==> config.mk <==
export PLATFORM = sky130hd
export DESIGN_NAME = retire_trace_buffer
export DESIGN_NICKNAME = d
export VERILOG_FILES = /design/src/rtl/retire_trace_buffer.sv
export SDC_FILE = /design/constraint.sdc
export NUM_CORES = 1
export LEC_CHECK = 0
export ABC_AREA = 1
export CAP_MARGIN = 20
export CORE_ASPECT_RATIO = 0.5
export CORE_UTILIZATION = 25
export CTS_BUF_LIST = sky130_fd_sc_hd__clkbuf_8
export CTS_CLUSTER_SIZE = 14
export DETAILED_ROUTE_END_ITERATION = 10
export PLACE_DENSITY = 0.38
export SETUP_SLACK_MARGIN = 0.05
export SKIP_CTS_REPAIR_TIMING = 1
export SKIP_LAST_GASP = 1
export SLEW_MARGIN = 20
export SYNTH_ARGS = -nofsm -noshare
export SYNTH_HDL_FRONTEND = slang
export SYNTH_SLANG_ARGS = --single-unit
==> constraint.sdc <==
create_clock -name clk -period 13.1 [get_ports clk]
set_input_delay 2.62 -clock clk [delete_from_list [all_inputs] [get_ports clk]]
set_output_delay 2.62 -clock clk [all_outputs]
set_load 0.01 [all_outputs]
==> src/rtl/retire_trace_buffer.sv <==
// rtl/retire_trace_buffer.sv - circular trace of retired instructions with PC trigger and post-trigger window
// Optional timestamping: define TRACE_TIMESTAMP_EN to add a cycle counter and rd_cycle.
module retire_trace_buffer #(
   parameter int DEPTH = 16,
   parameter int XLEN  = 32,
   parameter int CYC_W = 32
) (
   input  logic                       clk,
   input  logic                       rst,
   input  logic                       en,
   input  logic                       mode_wrap,
   input  logic                       trig_en,
   input  logic [XLEN-1:0]            trig_pc,
   input  logic [$clog2(DEPTH):0]     post_cnt,
   input  logic                       ret_valid,
   input  logic [XLEN-1:0]            ret_pc,
   input  logic [XLEN-1:0]            ret_instr,
   input  logic [4:0]                 ret_rd,
   input  logic                       ret_we,
   input  logic [XLEN-1:0]            ret_wdata,
   output logic                       rd_valid,
   input  logic                       rd_ready,
   output logic [XLEN-1:0]            rd_pc,
   output logic [XLEN-1:0]            rd_instr,
   output logic [XLEN-1:0]            rd_wdata,
   output logic [4:0]                 rd_rd,
   output logic                       rd_we,
`ifdef TRACE_TIMESTAMP_EN
   output logic [CYC_W-1:0]           rd_cycle,
`endif
   output logic [$clog2(DEPTH):0]     count,
   output logic [1:0]                 state,
   output logic                       overflow,
   output logic                       triggered
);
   localparam int AW = $clog2(DEPTH);
   localparam int CW = AW + 1;

   typedef enum logic [1:0] {
      ST_IDLE    = 2'd0,
      ST_CAPTURE = 2'd1,
      ST_POST    = 2'd2,
      ST_DONE    = 2'd3
   } state_e;

   if (DEPTH < 2 || (DEPTH & (DEPTH - 1)) != 0) begin : g_bad_depth
      $error("DEPTH must be a power of 2 and at least 2");
   end

   state_e          state_q, state_d;
   logic [AW-1:0]   wr_ptr_q, wr_ptr_d, rd_ptr_q, rd_ptr_d;
   logic [CW-1:0]   count_q, count_d, remain_q, remain_d;
   logic            overflow_q, overflow_d, triggered_q, triggered_d;
   logic            push, pop, full, flush, mem_we;

   logic [XLEN-1:0] pc_mem    [DEPTH];
   logic [XLEN-1:0] instr_mem [DEPTH];
   logic [XLEN-1:0] wdata_mem [DEPTH];
   logic [4:0]      rd_mem    [DEPTH];
   logic            we_mem    [DEPTH];

   assign flush = (state_q == ST_IDLE) && en;
   assign full  = (count_q == CW'(DEPTH));
   assign push  = ret_valid && ((state_q == ST_CAPTURE) || (state_q == ST_POST));
   assign pop   = rd_valid && rd_ready && !flush;

   always_comb begin
      state_d     = state_q;
      wr_ptr_d    = wr_ptr_q;
      rd_ptr_d    = rd_ptr_q;
      count_d     = count_q;
      remain_d    = remain_q;
      overflow_d  = overflow_q;
      triggered_d = triggered_q;
      mem_we      = 1'b0;
      if (flush) begin
         state_d     = ST_CAPTURE;
         wr_ptr_d    = '0;
         rd_ptr_d    = '0;
         count_d     = '0;
         overflow_d  = 1'b0;
         triggered_d = 1'b0;
      end else begin
         if (push && pop) begin
            mem_we   = 1'b1;
            wr_ptr_d = wr_ptr_q + 1'b1;
            rd_ptr_d = rd_ptr_q + 1'b1;
         end else if (push) begin
            if (!full) begin
               mem_we   = 1'b1;
               wr_ptr_d = wr_ptr_q + 1'b1;
               count_d  = count_q + 1'b1;
            end else if (mode_wrap) begin
               // Full in wrap mode: the oldest entry is overwritten in place.
               mem_we     = 1'b1;
               wr_ptr_d   = wr_ptr_q + 1'b1;
               rd_ptr_d   = rd_ptr_q + 1'b1;
               overflow_d = 1'b1;
            end else begin
               overflow_d = 1'b1;
            end
         end else if (pop) begin
            rd_ptr_d = rd_ptr_q + 1'b1;
            count_d  = count_q - 1'b1;
         end

         case (state_q)
            ST_CAPTURE: begin
               if (push && trig_en && (ret_pc == trig_pc)) begin
                  triggered_d = 1'b1;
                  if (post_cnt == '0) begin
                     state_d = ST_DONE;
                  end else begin
                     state_d  = ST_POST;
                     remain_d = post_cnt;
                  end
               end
            end
            ST_POST: begin
               if (push) begin
                  remain_d = remain_q - 1'b1;
                  if (remain_q == CW'(1)) state_d = ST_DONE;
               end
            end
            default: ;
         endcase

         if (!en && (state_q != ST_IDLE)) state_d = ST_IDLE;
      end
   end

   always_ff @(posedge clk) begin
      if (!rst) begin
         state_q     <= ST_IDLE;
         wr_ptr_q    <= '0;
         rd_ptr_q    <= '0;
         count_q     <= '0;
         remain_q    <= '0;
         overflow_q  <= 1'b0;
         triggered_q <= 1'b0;
      end else begin
         state_q     <= state_d;
         wr_ptr_q    <= wr_ptr_d;
         rd_ptr_q    <= rd_ptr_d;
         count_q     <= count_d;
         remain_q    <= remain_d;
         overflow_q  <= overflow_d;
         triggered_q <= triggered_d;
      end
   end

   always_ff @(posedge clk) begin
      if (rst && mem_we) begin
         pc_mem[wr_ptr_q]    <= ret_pc;
         instr_mem[wr_ptr_q] <= ret_instr;
         wdata_mem[wr_ptr_q] <= ret_wdata;
         rd_mem[wr_ptr_q]    <= ret_rd;
         we_mem[wr_ptr_q]    <= ret_we;
      end
   end

`ifdef TRACE_TIMESTAMP_EN
   logic [CYC_W-1:0] cyc_q;
   logic [CYC_W-1:0] cyc_mem [DEPTH];

   always_ff @(posedge clk) begin
      if (!rst) cyc_q <= '0;
      else      cyc_q <= cyc_q + 1'b1;
   end

   always_ff @(posedge clk) begin
      if (rst && mem_we) cyc_mem[wr_ptr_q] <= cyc_q;
   end

   assign rd_cycle = cyc_mem[rd_ptr_q];
`else
   if (CYC_W < 1) begin : g_bad_cyc_w
      $error("CYC_W must be at least 1");
   end
`endif

   assign rd_valid  = (count_q != '0);
   assign rd_pc     = pc_mem[rd_ptr_q];
   assign rd_instr  = instr_mem[rd_ptr_q];
   assign rd_wdata  = wdata_mem[rd_ptr_q];
   assign rd_rd     = rd_mem[rd_ptr_q];
   assign rd_we     = we_mem[rd_ptr_q];
   assign count     = count_q;
   assign state     = state_q;
   assign overflow  = overflow_q;
   assign triggered = triggered_q;
endmodule

==> impl_summary.md <==
Detailed routing
Dividing the detail-routed via count by the number of cells gives 4.49. The number of antenna-violating nets in the routed design is 0. In this run, the number of DRC markers left after iteration 0 of detailed routing was 2645. Before antenna repair, the detailed router went through 5 iterations. The DRC violations left is 0. The total via count after detailed routing is 38600. The mean routed wirelength per cell is 23.1 µm. The total routed wirelength is 199000 µm.

Logic synthesis
By count the netlist is led by 1632 x sky130_fd_sc_hd__edfxtp_1, 448 x sky130_fd_sc_hd__inv_1, 436 x sky130_fd_sc_hd__o21ai_0, 429 x sky130_fd_sc_hd__a21oi_1. The count of warnings emitted by yosys is 0. In this run, distinct cell masters in the synthesized netlist total 32.

The share of Yosys cell area claimed by the top area cell type is 0.736. The most common cell in the synthesized netlist is sky130_fd_sc_hd__edfxtp_1. The number of nets produced by synthesis is 4734.

The post-synthesis instance area is 0.0665 mm². After synthesis, the share of flip-flops with an asynchronous set or reset is 0. Yosys mapped a number of flops with a built-in enable equal to 1632. A synthesized cell averages approximately 15 µm². The most area-hungry cell type in the Yosys netlist is sky130_fd_sc_hd__edfxtp_1. For this run, the register share of the synthesized area comes to 0.744. Synthesis produced 4574 cells. By area the synthesized netlist is led by sky130_fd_sc_hd__edfxtp_1 74%, sky130_fd_sc_hd__mux2i_1 6.1%, sky130_fd_sc_hd__o211ai_1 4.6%, sky130_fd_sc_hd__o21ai_0 3.3%, sky130_fd_sc_hd__a21oi_1 3.2%.

The register bit total from synthesis is about 1700. The prevailing post-synth register cell is sky130_fd_sc_hd__edfxtp_1.

Global route
The total grt overflow is 0. The overall track demand over capacity in global routing is 0.143. The number of antenna violations at the first check in global routing is 23. The largest net degree at the start of global routing is about 170. The number of global-route vias before repair is 39700. The first global-routing pass estimated 285000 µm of wire.

Critical path
The worst setup path is launched from a register. The endpoint of the most critical register-to-register path is instr_mem[10][25]$_DFFE_PP_. The worst register-to-register path begins at state[1]$_SDFFE_PP0P_. The data required time at the worst endpoint is 10.48 ns. The number of cells on the worst reg-to-reg path is 12. The worst setup slack for register-to-register paths is 8.86 ns. The endpoint class of the critical path is an output pin. Data arrives at the worst endpoint at just over 5 ns.

The critical-path maximum fanout is 161. The worst setup path is of the register to output pin kind.

Clocking
The clock-pin slew reported for the worst setup and hold paths after clock tree synthesis is 0.06 ns. Counting along the longest clock path gives a buffer depth of 4. The source-to-sink clock delay at the later pin of the worst-skew pair is 0.89 ns. TritonCTS built the clock tree. In this run the number of H-tree levels came out at 5. The root cell of the clock tree is sky130_fd_sc_hd__clkbuf_8. The CTS buffer count is 281. The clock net in this run drives a total of 1658 sinks.

STA
Once routing completed, OpenROAD measured the worst setup slack at 5.43 ns. The fmax is approximately 130 MHz. The remaining max-slew budget at the tightest pin is 0.179. The worst setup skew after layout is 0.0288 ns. For the pin with the worst max-slew slack, the measured transition is 1.23 ns. The minimum clock period is 7.67 ns.

The count of endpoints failing hold in the final timing report is 0. The share of the clock period used by the worst path is 0.585. On the final layout, the worst hold slack is 0.459 ns. In the final timing run, aggregate negative setup slack is 0 ns. The final number of setup-violating endpoints is 0. The number of pins with negative max-slew slack in the final report is 0. Setup repair after global routing left no endpoint under its margin.

Die
The core footprint is 0.264 mm². The vertical die dimension is between 300 and 400 µm. The top-level I/O count is around 260. The die covers 0.268 mm². The floorplan step set the die width to 732 µm.

The initial core utilization is 0.252. In this run the core area contains 133 standard-cell rows.

Power and ir drop
The design draws 11.9 mW. In this run the static leakage power is roughly 25 nW. The areal power density over the cells is approximately 150 mW/mm². IR analysis of the VDD net gives a maximum drop of 0.0754 mV.

Cells and area
Of the cells placed in the final design, the portion with a size suffix greater than 1 is 0.0774. The area added between synthesis and finish is 16.8%. The filler cell count in the final layout is 26300. The multi-input logic area is 0.0140 mm². The number of nets in the layout is 5041.

In the final layout, flip-flops and latches occupy 0.0495 mm².

Status
The flow ran to the end, and the final reports show no timing, DRC or antenna violations.

Worst hold path
The endpoint with the worst hold slack is triggered$_SDFFE_PP0P_. In this run the most critical hold path is launched from triggered$_SDFFE_PP0P_. The type of the tightest min-delay check is register to register. The depth of the worst hold-timing path is 2.

Placed design
The worst slack at placement is 6.16 ns. The global placement routability congestion is approximately 0.69. The HPWL after detailed placement is 93400 µm. The count of buffers added on input and output ports is roughly 260.

Run
Across the run, the number of max-cap violations was 0.
## report_power, final
part | switching (mW) | internal [mW] | leakage, nW
registers | 0.0439 | 5.89 | 14.9
logic | 1.06 | 0.713 | 6.85
clock network | 2.10 | 2.07 | 2.82
total | 3.20 | 8.67 | 24.6
## state kept, by name (all words and copies together) (netlist names), named ones only
signal and cells:
we_mem 16, wr_ptr_q 4, wdata_mem 512, remain_q 5, triggered 1, rd_mem 80, state 2, instr_mem 512
rd_ptr_q 4, count 5, pc_mem 512, overflow 1
## cells by family (layout without fill, tap and decap cells)
family | after synthesis | count (layout) | synth area share
other cells | 0 | 6 | 0
buf+inv | 745 | 1247 | 0.0468
mux | 408 | 408 | 0.0614
simple gates | 331 | 331 | 0.0209
fa+ha+maj | 14 | 14 | 0.00275
xor+xnor | 28 | 28 | 0.00369
flops | 1658 | 1658 | 0.744
compound gates | 1390 | 1390 | 0.120
## how the worst max path moves through the flow
stage               startpoint                         end  slack, ns
global route          register                    rd_rd[3]       5.09
CTS                   register                rd_instr[28]       5.15
detailed placement    register                rd_instr[28]       6.16
global placement      register                rd_instr[28]       6.17
finish                register                rd_wdata[20]       5.43
floorplan                   en  instr_mem[11][0]$_DFFE_PP_       2.16
## worst max-delay path: stages (launching register included)
cell and delay, ns:
sky130_fd_sc_hd__dfxtp_4 0.42, sky130_fd_sc_hd__buf_12 0.53, sky130_fd_sc_hd__buf_4 0.70, sky130_fd_sc_hd__buf_4 0.86, sky130_fd_sc_hd__a21oi_1 0.06, sky130_fd_sc_hd__o21ai_0 0.10, sky130_fd_sc_hd__o21ai_0 0.10, sky130_fd_sc_hd__o211ai_1 0.25
sky130_fd_sc_hd__nand2_1 0.23, sky130_fd_sc_hd__clkdlybuf4s50_1 0.54
## layout make-up
cell class              count  share of cell area
flip-flops and latches   1658               0.637
multi-input cells        2171               0.180
well taps                3510              0.0565
clock buffers             292              0.0517
repair buffers            319              0.0422
inverters                 450              0.0220
clock inverters           186             0.00982
diodes                      6            0.000193
## metal layers
layer	GRT usage	routed length, µm
met1	0.196	93200
met2	0.238	93800
met3	0.0216	7210
met4	0.0364	4410
met5	0	79
## cells in the final DEF (no fill, tap or decap)
cell type / instances
sky130_fd_sc_hd__clkinv_8: 1
sky130_fd_sc_hd__clkinv_2: 6
sky130_fd_sc_hd__fa_1: 1
sky130_fd_sc_hd__o22ai_1: 1
sky130_fd_sc_hd__clkinv_1: 62
sky130_fd_sc_hd__a22oi_1: 1
sky130_fd_sc_hd__o21ai_0: 436
sky130_fd_sc_hd__inv_1: 556
sky130_fd_sc_hd__ha_1: 13
sky130_fd_sc_hd__dfxtp_4: 4
sky130_fd_sc_hd__a21boi_2: 1
sky130_fd_sc_hd__buf_4: 41
sky130_fd_sc_hd__nor3_1: 2
sky130_fd_sc_hd__xnor2_1: 16
sky130_fd_sc_hd__a21oi_1: 429
sky130_fd_sc_hd__nor2_1: 43
sky130_fd_sc_hd__dfxtp_1: 22
sky130_fd_sc_hd__inv_6: 3
sky130_fd_sc_hd__clkinvlp_4: 7
sky130_fd_sc_hd__o211ai_1: 408
sky130_fd_sc_hd__nor3_2: 4
sky130_fd_sc_hd__buf_12: 19
sky130_fd_sc_hd__o21ai_1: 109
sky130_fd_sc_hd__diode_2: 6
sky130_fd_sc_hd__buf_6: 2
sky130_fd_sc_hd__or2_0: 1
sky130_fd_sc_hd__nand3_1: 101
sky130_fd_sc_hd__xor2_1: 12
sky130_fd_sc_hd__a211oi_1: 1
sky130_fd_sc_hd__nor2_4: 12
sky130_fd_sc_hd__clkbuf_8: 292
sky130_fd_sc_hd__mux2i_1: 408
sky130_fd_sc_hd__nand4_1: 5
sky130_fd_sc_hd__bufinv_16: 1
sky130_fd_sc_hd__clkdlybuf4s50_1: 257
sky130_fd_sc_hd__o21a_1: 3
sky130_fd_sc_hd__a41oi_1: 1
sky130_fd_sc_hd__edfxtp_1: 1632
sky130_fd_sc_hd__nand2_1: 163
## metrics by stage
step | area (µm²) | utilization | cells
2_1_floorplan | 66500 | - | 4574
3_3_place_gp | 72900 | 0.276 | 8107
3_5_place_dp | 72900 | 0.276 | 8107
4_1_cts | 77700 | 0.295 | 8585
5_1_grt | 77700 | 0.295 | 8589
6_report | 77700 | 0.295 | 8592
Note: power is estimated with default switching activity, not from simulation.
